### src/rtl/ariane_pkg.sv
// ariane_pkg: store buffer entry layout, default queue depths and an entry-width helper.
package ariane_pkg;

    localparam int unsigned SB_PLEN         = 56;
    localparam int unsigned SB_XLEN         = 64;
    localparam int unsigned SB_SPEC_DEPTH   = 4;
    localparam int unsigned SB_COMMIT_DEPTH = 8;

    typedef struct packed {
        logic [SB_PLEN-1:0]   paddr;
        logic [SB_XLEN-1:0]   data;
        logic [SB_XLEN/8-1:0] be;
        logic [1:0]           size;
        logic                 valid;
    } sb_entry_t;

    // Flattened width of one entry for arbitrary PLEN/XLEN.
    function automatic int unsigned sb_entry_w(input int unsigned plen, input int unsigned xlen);
        return plen + xlen + xlen / 8 + 3;
    endfunction

endpackage

### src/rtl/sb_fwd_lookup.sv
// sb_fwd_lookup: age-ordered load search over commit then speculative entries.
// STORE_BUFFER_FWD_EN builds the youngest-overlap forwarding path; otherwise any index match stalls.
module sb_fwd_lookup import ariane_pkg::*; #(
    parameter int unsigned  SPEC_DEPTH   = SB_SPEC_DEPTH,
    parameter int unsigned  COMMIT_DEPTH = SB_COMMIT_DEPTH,
    parameter int unsigned  PLEN         = SB_PLEN,
    parameter int unsigned  XLEN         = SB_XLEN,
    localparam int unsigned BE_W         = XLEN / 8,
    localparam int unsigned EW           = sb_entry_w(PLEN, XLEN),
    localparam int unsigned SPW          = $clog2(SPEC_DEPTH),
    localparam int unsigned CPW          = $clog2(COMMIT_DEPTH)
) (
    input  logic [COMMIT_DEPTH*EW-1:0] commit_q,
    input  logic [CPW-1:0]             commit_head,
    input  logic [SPEC_DEPTH*EW-1:0]   spec_q,
    input  logic [SPW-1:0]             spec_head,
    input  logic                       ld_valid,
    input  logic [PLEN-1:0]            ld_paddr,
    input  logic [BE_W-1:0]            ld_be,
    input  logic                       push_valid,
    input  logic [8:0]                 push_idx,
    output logic                       hit,
    output logic [XLEN-1:0]            data,
    output logic                       conflict
);

    typedef struct packed {
        logic [PLEN-1:0] paddr;
        logic [XLEN-1:0] data;
        logic [BE_W-1:0] be;
        logic [1:0]      size;
        logic            valid;
    } entry_t;

    entry_t [COMMIT_DEPTH-1:0] cq;
    entry_t [SPEC_DEPTH-1:0]   sq;
    logic                      idx_match;
    logic                      unused_bits;

    assign cq          = commit_q;
    assign sq          = spec_q;
    assign unused_bits = ^{cq, sq, ld_be, ld_paddr, commit_head, spec_head};

    always_comb begin
        idx_match = push_valid && push_idx == ld_paddr[11:3];
        for (int k = 0; k < COMMIT_DEPTH; k++)
            idx_match |= cq[k].valid && cq[k].paddr[11:3] == ld_paddr[11:3];
        for (int k = 0; k < SPEC_DEPTH; k++)
            idx_match |= sq[k].valid && sq[k].paddr[11:3] == ld_paddr[11:3];
    end

`ifdef STORE_BUFFER_FWD_EN
    logic   found;
    entry_t young;
    entry_t e;

    // Walk oldest to youngest so the last overlapping entry wins.
    always_comb begin
        found = 1'b0;
        young = '0;
        e     = '0;
        for (int k = 0; k < COMMIT_DEPTH; k++) begin
            e = cq[commit_head + CPW'(k)];
            if (e.valid && e.paddr[PLEN-1:3] == ld_paddr[PLEN-1:3] && |(e.be & ld_be)) begin
                found = 1'b1;
                young = e;
            end
        end
        for (int k = 0; k < SPEC_DEPTH; k++) begin
            e = sq[spec_head + SPW'(k)];
            if (e.valid && e.paddr[PLEN-1:3] == ld_paddr[PLEN-1:3] && |(e.be & ld_be)) begin
                found = 1'b1;
                young = e;
            end
        end
        hit      = ld_valid && found && ~|(ld_be & ~young.be);
        data     = hit ? young.data : '0;
        conflict = ld_valid && !hit && idx_match;
    end
`else
    assign hit      = 1'b0;
    assign data     = '0;
    assign conflict = ld_valid & idx_match;
`endif

endmodule

### src/rtl/store_buffer_fwd.sv
// store_buffer_fwd: speculative queue feeding an in-order commit FIFO that drains to the D$.
// Store-to-load forwarding is built only when STORE_BUFFER_FWD_EN is defined.
module store_buffer_fwd import ariane_pkg::*; #(
    parameter int unsigned  SPEC_DEPTH   = SB_SPEC_DEPTH,
    parameter int unsigned  COMMIT_DEPTH = SB_COMMIT_DEPTH,
    parameter int unsigned  PLEN         = SB_PLEN,
    parameter int unsigned  XLEN         = SB_XLEN,
    localparam int unsigned BE_W         = XLEN / 8
) (
    input  logic            clk_i,
    input  logic            rst_i,
    input  logic            flush_i,
    input  logic            st_valid_i,
    output logic            st_ready_o,
    input  logic [PLEN-1:0] st_paddr_i,
    input  logic [XLEN-1:0] st_data_i,
    input  logic [BE_W-1:0] st_be_i,
    input  logic [1:0]      st_size_i,
    input  logic            commit_i,
    output logic            commit_ready_o,
    input  logic            ld_valid_i,
    input  logic [PLEN-1:0] ld_paddr_i,
    input  logic [BE_W-1:0] ld_be_i,
    output logic            ld_conflict_o,
    output logic            ld_fwd_hit_o,
    output logic [XLEN-1:0] ld_fwd_data_o,
    output logic            mem_req_o,
    input  logic            mem_gnt_i,
    output logic [PLEN-1:0] mem_paddr_o,
    output logic [XLEN-1:0] mem_data_o,
    output logic [BE_W-1:0] mem_be_o,
    output logic [1:0]      mem_size_o,
    output logic            no_st_pending_o,
    output logic            empty_o
);

    localparam int unsigned SPW = $clog2(SPEC_DEPTH);
    localparam int unsigned CPW = $clog2(COMMIT_DEPTH);

    typedef struct packed {
        logic [PLEN-1:0] paddr;
        logic [XLEN-1:0] data;
        logic [BE_W-1:0] be;
        logic [1:0]      size;
        logic            valid;
    } entry_t;

    entry_t [SPEC_DEPTH-1:0]   spec_q;
    entry_t [COMMIT_DEPTH-1:0] commit_q;
    logic [SPW-1:0]            s_rd, s_wr;
    logic [SPW:0]              s_cnt;
    logic [CPW-1:0]            c_rd, c_wr;
    logic [CPW:0]              c_cnt;
    logic                      push, pop;

    // Depths are powers of two, so "count < DEPTH" is just the count MSB being clear.
    assign st_ready_o      = ~s_cnt[SPW];
    assign commit_ready_o  = ~c_cnt[CPW];
    assign push            = st_valid_i & st_ready_o & ~flush_i;
    assign mem_req_o       = |c_cnt;
    assign pop             = mem_req_o & mem_gnt_i;
    assign no_st_pending_o = ~mem_req_o;
    assign empty_o         = no_st_pending_o & ~|s_cnt;
    assign mem_paddr_o     = mem_req_o ? commit_q[c_rd].paddr : '0;
    assign mem_data_o      = mem_req_o ? commit_q[c_rd].data : '0;
    assign mem_be_o        = mem_req_o ? commit_q[c_rd].be : '0;
    assign mem_size_o      = mem_req_o ? commit_q[c_rd].size : '0;

    always_ff @(posedge clk_i) begin
        if (rst_i) begin
            spec_q   <= '0;
            commit_q <= '0;
            s_rd     <= '0;
            s_wr     <= '0;
            s_cnt    <= '0;
            c_rd     <= '0;
            c_wr     <= '0;
            c_cnt    <= '0;
        end else begin
            if (push) begin
                spec_q[s_wr] <= entry_t'{paddr: st_paddr_i, data: st_data_i, be: st_be_i, size: st_size_i, valid: 1'b1};
                s_wr         <= s_wr + SPW'(1);
            end
            if (commit_i) begin
                commit_q[c_wr]     <= spec_q[s_rd];
                spec_q[s_rd].valid <= 1'b0;
                s_rd               <= s_rd + SPW'(1);
                c_wr               <= c_wr + CPW'(1);
            end
            if (pop) begin
                commit_q[c_rd].valid <= 1'b0;
                c_rd                 <= c_rd + CPW'(1);
            end
            c_cnt <= c_cnt + (CPW+1)'(commit_i) - (CPW+1)'(pop);
            s_cnt <= flush_i ? '0 : s_cnt + (SPW+1)'(push) - (SPW+1)'(commit_i);
            // Flush keeps a same-cycle commit, so the write pointer lands past it.
            if (flush_i) begin
                s_wr <= s_rd + SPW'(commit_i);
                for (int i = 0; i < SPEC_DEPTH; i++)
                    spec_q[i].valid <= 1'b0;
            end
        end
    end

    sb_fwd_lookup #(
        .SPEC_DEPTH   (SPEC_DEPTH),
        .COMMIT_DEPTH (COMMIT_DEPTH),
        .PLEN         (PLEN),
        .XLEN         (XLEN)
    ) i_lookup (
        .commit_q    (commit_q),
        .commit_head (c_rd),
        .spec_q      (spec_q),
        .spec_head   (s_rd),
        .ld_valid    (ld_valid_i),
        .ld_paddr    (ld_paddr_i),
        .ld_be       (ld_be_i),
        .push_valid  (st_valid_i & st_ready_o),
        .push_idx    (st_paddr_i[11:3]),
        .hit         (ld_fwd_hit_o),
        .data        (ld_fwd_data_o),
        .conflict    (ld_conflict_o)
    );

`ifndef SYNTHESIS
    always_ff @(posedge clk_i) begin
        if (!rst_i) begin
            assert (!(st_valid_i && !st_ready_o)) else $error("store pushed while speculative queue full");
            assert (!(commit_i && s_cnt == '0)) else $error("commit with empty speculative queue");
            assert (!(commit_i && !commit_ready_o)) else $error("commit with full commit queue");
        end
    end
`endif

endmodule

### config.mk
export PLATFORM = sky130hd
export DESIGN_NAME = store_buffer_fwd
export DESIGN_NICKNAME = d
export VERILOG_FILES = /design/src/rtl/ariane_pkg.sv /design/src/rtl/sb_fwd_lookup.sv /design/src/rtl/store_buffer_fwd.sv
export SDC_FILE = /design/constraint.sdc
export NUM_CORES = 2
export LEC_CHECK = 0
export CAP_MARGIN = 25
export CORE_ASPECT_RATIO = 1.25
export CORE_UTILIZATION = 35
export CTS_BUF_LIST = sky130_fd_sc_hd__clkbuf_8
export DETAILED_ROUTE_END_ITERATION = 10
export GPL_ROUTABILITY_DRIVEN = 0
export PLACE_DENSITY = 0.55
export SLEW_MARGIN = 20
export SYNTH_ARGS = -nofsm -noshare
export SYNTH_HDL_FRONTEND = slang
export SYNTH_SLANG_ARGS = --single-unit
### constraint.sdc
create_clock -name clk_i -period 4.55 [get_ports clk_i]
set_input_delay 0.91 -clock clk_i [delete_from_list [all_inputs] [get_ports clk_i]]
set_output_delay 0.91 -clock clk_i [all_outputs]
set_load 0.005 [all_outputs]
==> key figures <==
Timing
  • RSZ-0062 raised after global routing: true
  • Clock Skews: 80.6 ps
  • Fmax: 0.224 GHz
  • Final hold slack: between 300 and 400 ps
  • Final setup fails: 0
  • Fin. Hold Viols: 0
  • Actual slew at the worst max-slew pin: 1010 ps
  • Post-route minimum period: 4460 ps
  • Tcrit/Tclk final: 0.979
  • Final slew viol count: 0
  • Relative slew margins: 0.327

Floorplan
  • Die height: about 490 µm
  • Num rows: 180
  • Die area: between 150,000 and 200,000 µm²
  • Initial Util: 0.352
  • Ports: 402
  • Die width: ~400 µm
  • Core Area: a little under 200,000 µm²

Yosys
  • Average size of a mapped cell: between 8 and 9 µm²
  • Post-synthesis sequential element count: roughly 1.6k
  • Share of the synthesized area in the top cell type: 0.470
  • Yosys Warn Count: 0
  • Ys async rst share: 0
  • Synth cell types: 42
  • Mapped Area: ~68,000 µm²
  • Post-synthesis sequential area ratio: 0.470
  • Ys flop type: dfxtp_1
  • Largest cells by area after synthesis: dfxtp_1 47%, nand2_1 17%, mux4_2 13%
  • Biggest area consumer among synthesized cells: dfxtp_1
  • Post-synth EDFFs: 0
  • Mapped Cells: roughly 8.0k

Pwr
  • Sequential share of power: 0.463
  • Pleak: 25.2 nW
  • Switch share: 0.276
  • Max VDD drop: ~0.33 mV
  • Pint: 0.0223 W
  • Net switching power: 0.00849 W
  • Total chip power: between 0.03 and 0.04 W
  • Clock network fraction of design power: 0.410
  • Power share of the combinational group: 0.127
  • PwrDens: just under 400 nW/µm²

Global route
  • Initial antenna violation count: 48
  • Tot GR Track Use: 0.234
  • Met2 track demand over resource: 0.382
  • Grt ovf: 0
  • Largest net degree at the start of global routing: roughly 150
  • Global-route wire length before repair: approximately 350 mm
  • GRT met1 Usage: 0.299
  • Busiest layer in global routing: met2
  • Vias in the first global route: about 56k
  • Met3 usage: 0.0593

Clock tree
  • Reg clk slew, reported paths: approximately 60 ps
  • Clk_lat worst skew: 1000 ps
  • Clk buf depth: 4
  • H-tree depth: 5
  • Total CTS buffers: 280
  • TritonCTS clock tree: yes
  • CTS root buf: clkbuf_8
  • Sink Count: 1,589

Route
  • Vias/cell: 5.29
  • Pre-antenna DRT Iters: 6
  • Iteration-0 DRC Markers: between 4k and 5k
  • Via count: approximately 57k
  • DRC errors left: 0
  • Final ANT Viol Nets: 0
  • WL per Instance: roughly 22 µm
  • Total wire length: ~230 mm

Cells and area
  • Share of layout cells above drive strength 1: 0.118
  • Reg area: 31,800 µm²
  • Number of fill cells in the layout: ~19k
  • Final Non-Filler Cells: between 10k and 15k
  • Multi-input gate area: about 33,000 µm²
  • Final net count: 8,260
  • Layout Area Growth over Synthesis: 15.8%
  • Most frequent cells in the layout: 3,129 x nand2_1, 1,584 x dfxtp_1, 1,565 x a21oi_1, 390 x mux4_2, 333 x clkbuf_8
  • Commonest non-fill, non-tap cell in the layout: nand2_1
  • Design Area, Final: about 78,000 µm²

Worst hold path
  • Hold Crit Class: in -> reg
  • Worst Hold Depth: 2

Setup path
  • Crit path DAT: ~3600 ps
  • CP Class: reg -> out
  • Critical path launch point type: flip-flop
  • CP Max Fanout: 25
  • Setup crit end kind: output port
  • Worst-case reg-to-reg path depth: 6
  • CP required: between 3000 and 4000 ps

Placed design
  • Placed cell count: roughly 10k
  • Buffers added on ports: around 280
  • HPWL Detailed: about 140 mm
  • Placed Area: around 73,000 µm²

Flow run
  • Max-cap violations: 0

Run status
  • Outcome: finished clean
[cells in the mapped netlist, drive strengths merged (6+ instances only)]
| library cell | n |
|---|---|
| inv | 17 |
| buf | 360 |
| nor4 | 24 |
| nand2 | 3136 |
| mux2i | 134 |
| mux4 | 390 |
| xor2 | 97 |
| nand2b | 6 |
| nand3 | 8 |
| a21oi | 1565 |
| dfxtp | 1589 |
| xnor2 | 30 |
| nand4 | 17 |
| nor2 | 172 |
| ha | 18 |
| clkbuf | 364 |
| a2111oi | 8 |
[power by group through the flow]
stage	combinational [W]	sequential [W]	clock, W
finish	0.00391	0.0142	0.0126
global route	0.00418	0.0143	0.0136
CTS	0.00395	0.0142	0.0129
detailed placement	0.00383	0.0146	0
global placement	0.00380	0.0146	0
floorplan	0.00248	0.0145	0
[final cells by class]
cell class              instances  share of cell area
clock inverters               122             0.00762
well taps                    2548              0.0407
repair buffers                453              0.0660
inverters                      18            0.000926
flip-flops and latches       1589               0.406
diodes                         14            0.000447
multi-input cells            5697               0.419
clock buffers                 333              0.0585
[metal layers]
metal,wire [µm],vias to the layer above
li1,-,26602
met1,96400,27699
met2,110000,2151
met3,19900,505
met4,7660,66
met5,433,-
[logic make-up (layout without fill, tap and decap cells)]
kind of cell,Yosys count,after routing,synth area share
flops,1589,1589,0.470
mux,525,525,0.150
xor+xnor,127,127,0.0164
fa+ha+maj,20,20,0.00392
buf+inv,742,926,0.0505
other cells,1,79,0.0000554
compound gates,1581,1581,0.118
simple gates,3379,3379,0.191
[final timing paths]
| path | startpoint | endpoint | slack (ps) |
|---|---|---|---|
| worst min register to register | flip-flop | flip-flop | 450 |
| worst min-delay path | rst_i | s_rd[0] | 350 |
| worst max-delay path | c_rd[0] | mem_data_o[2] | 90 |
| worst max register to register | c_wr[0] | flip-flop | 1560 |
[worst max-delay path, stage by stage (launching register included)]
cell and delay (ps):
dfxtp_4 360, buf_12 170, buf_4 160, buf_16 230, mux4_2 540, mux2i_1 450, nor2_1 80, clkdlybuf4s50_1 470
[metrics by stage]
stage / utilization / setup WS (ps) / TNS (ps)
after floorplan: - / 1610 / 0
final: 0.408 / 94.9 / 0
after CTS: 0.407 / 8.93 / 0
after global placement: 0.380 / 212 / 0
after global routing: 0.408 / -3.22 / -3.53
after detailed placement: 0.380 / 218 / 0
[timing repair]
item	4_1_cts	5_1_grt
buffers inserted	5	3
hold buffers	0	0
resized for setup	16	6
cloned	1	0
endpoints found under the hold margin	0	0
endpoints found under the setup margin	67	12
Note: power is estimated with default switching activity, not from simulation.
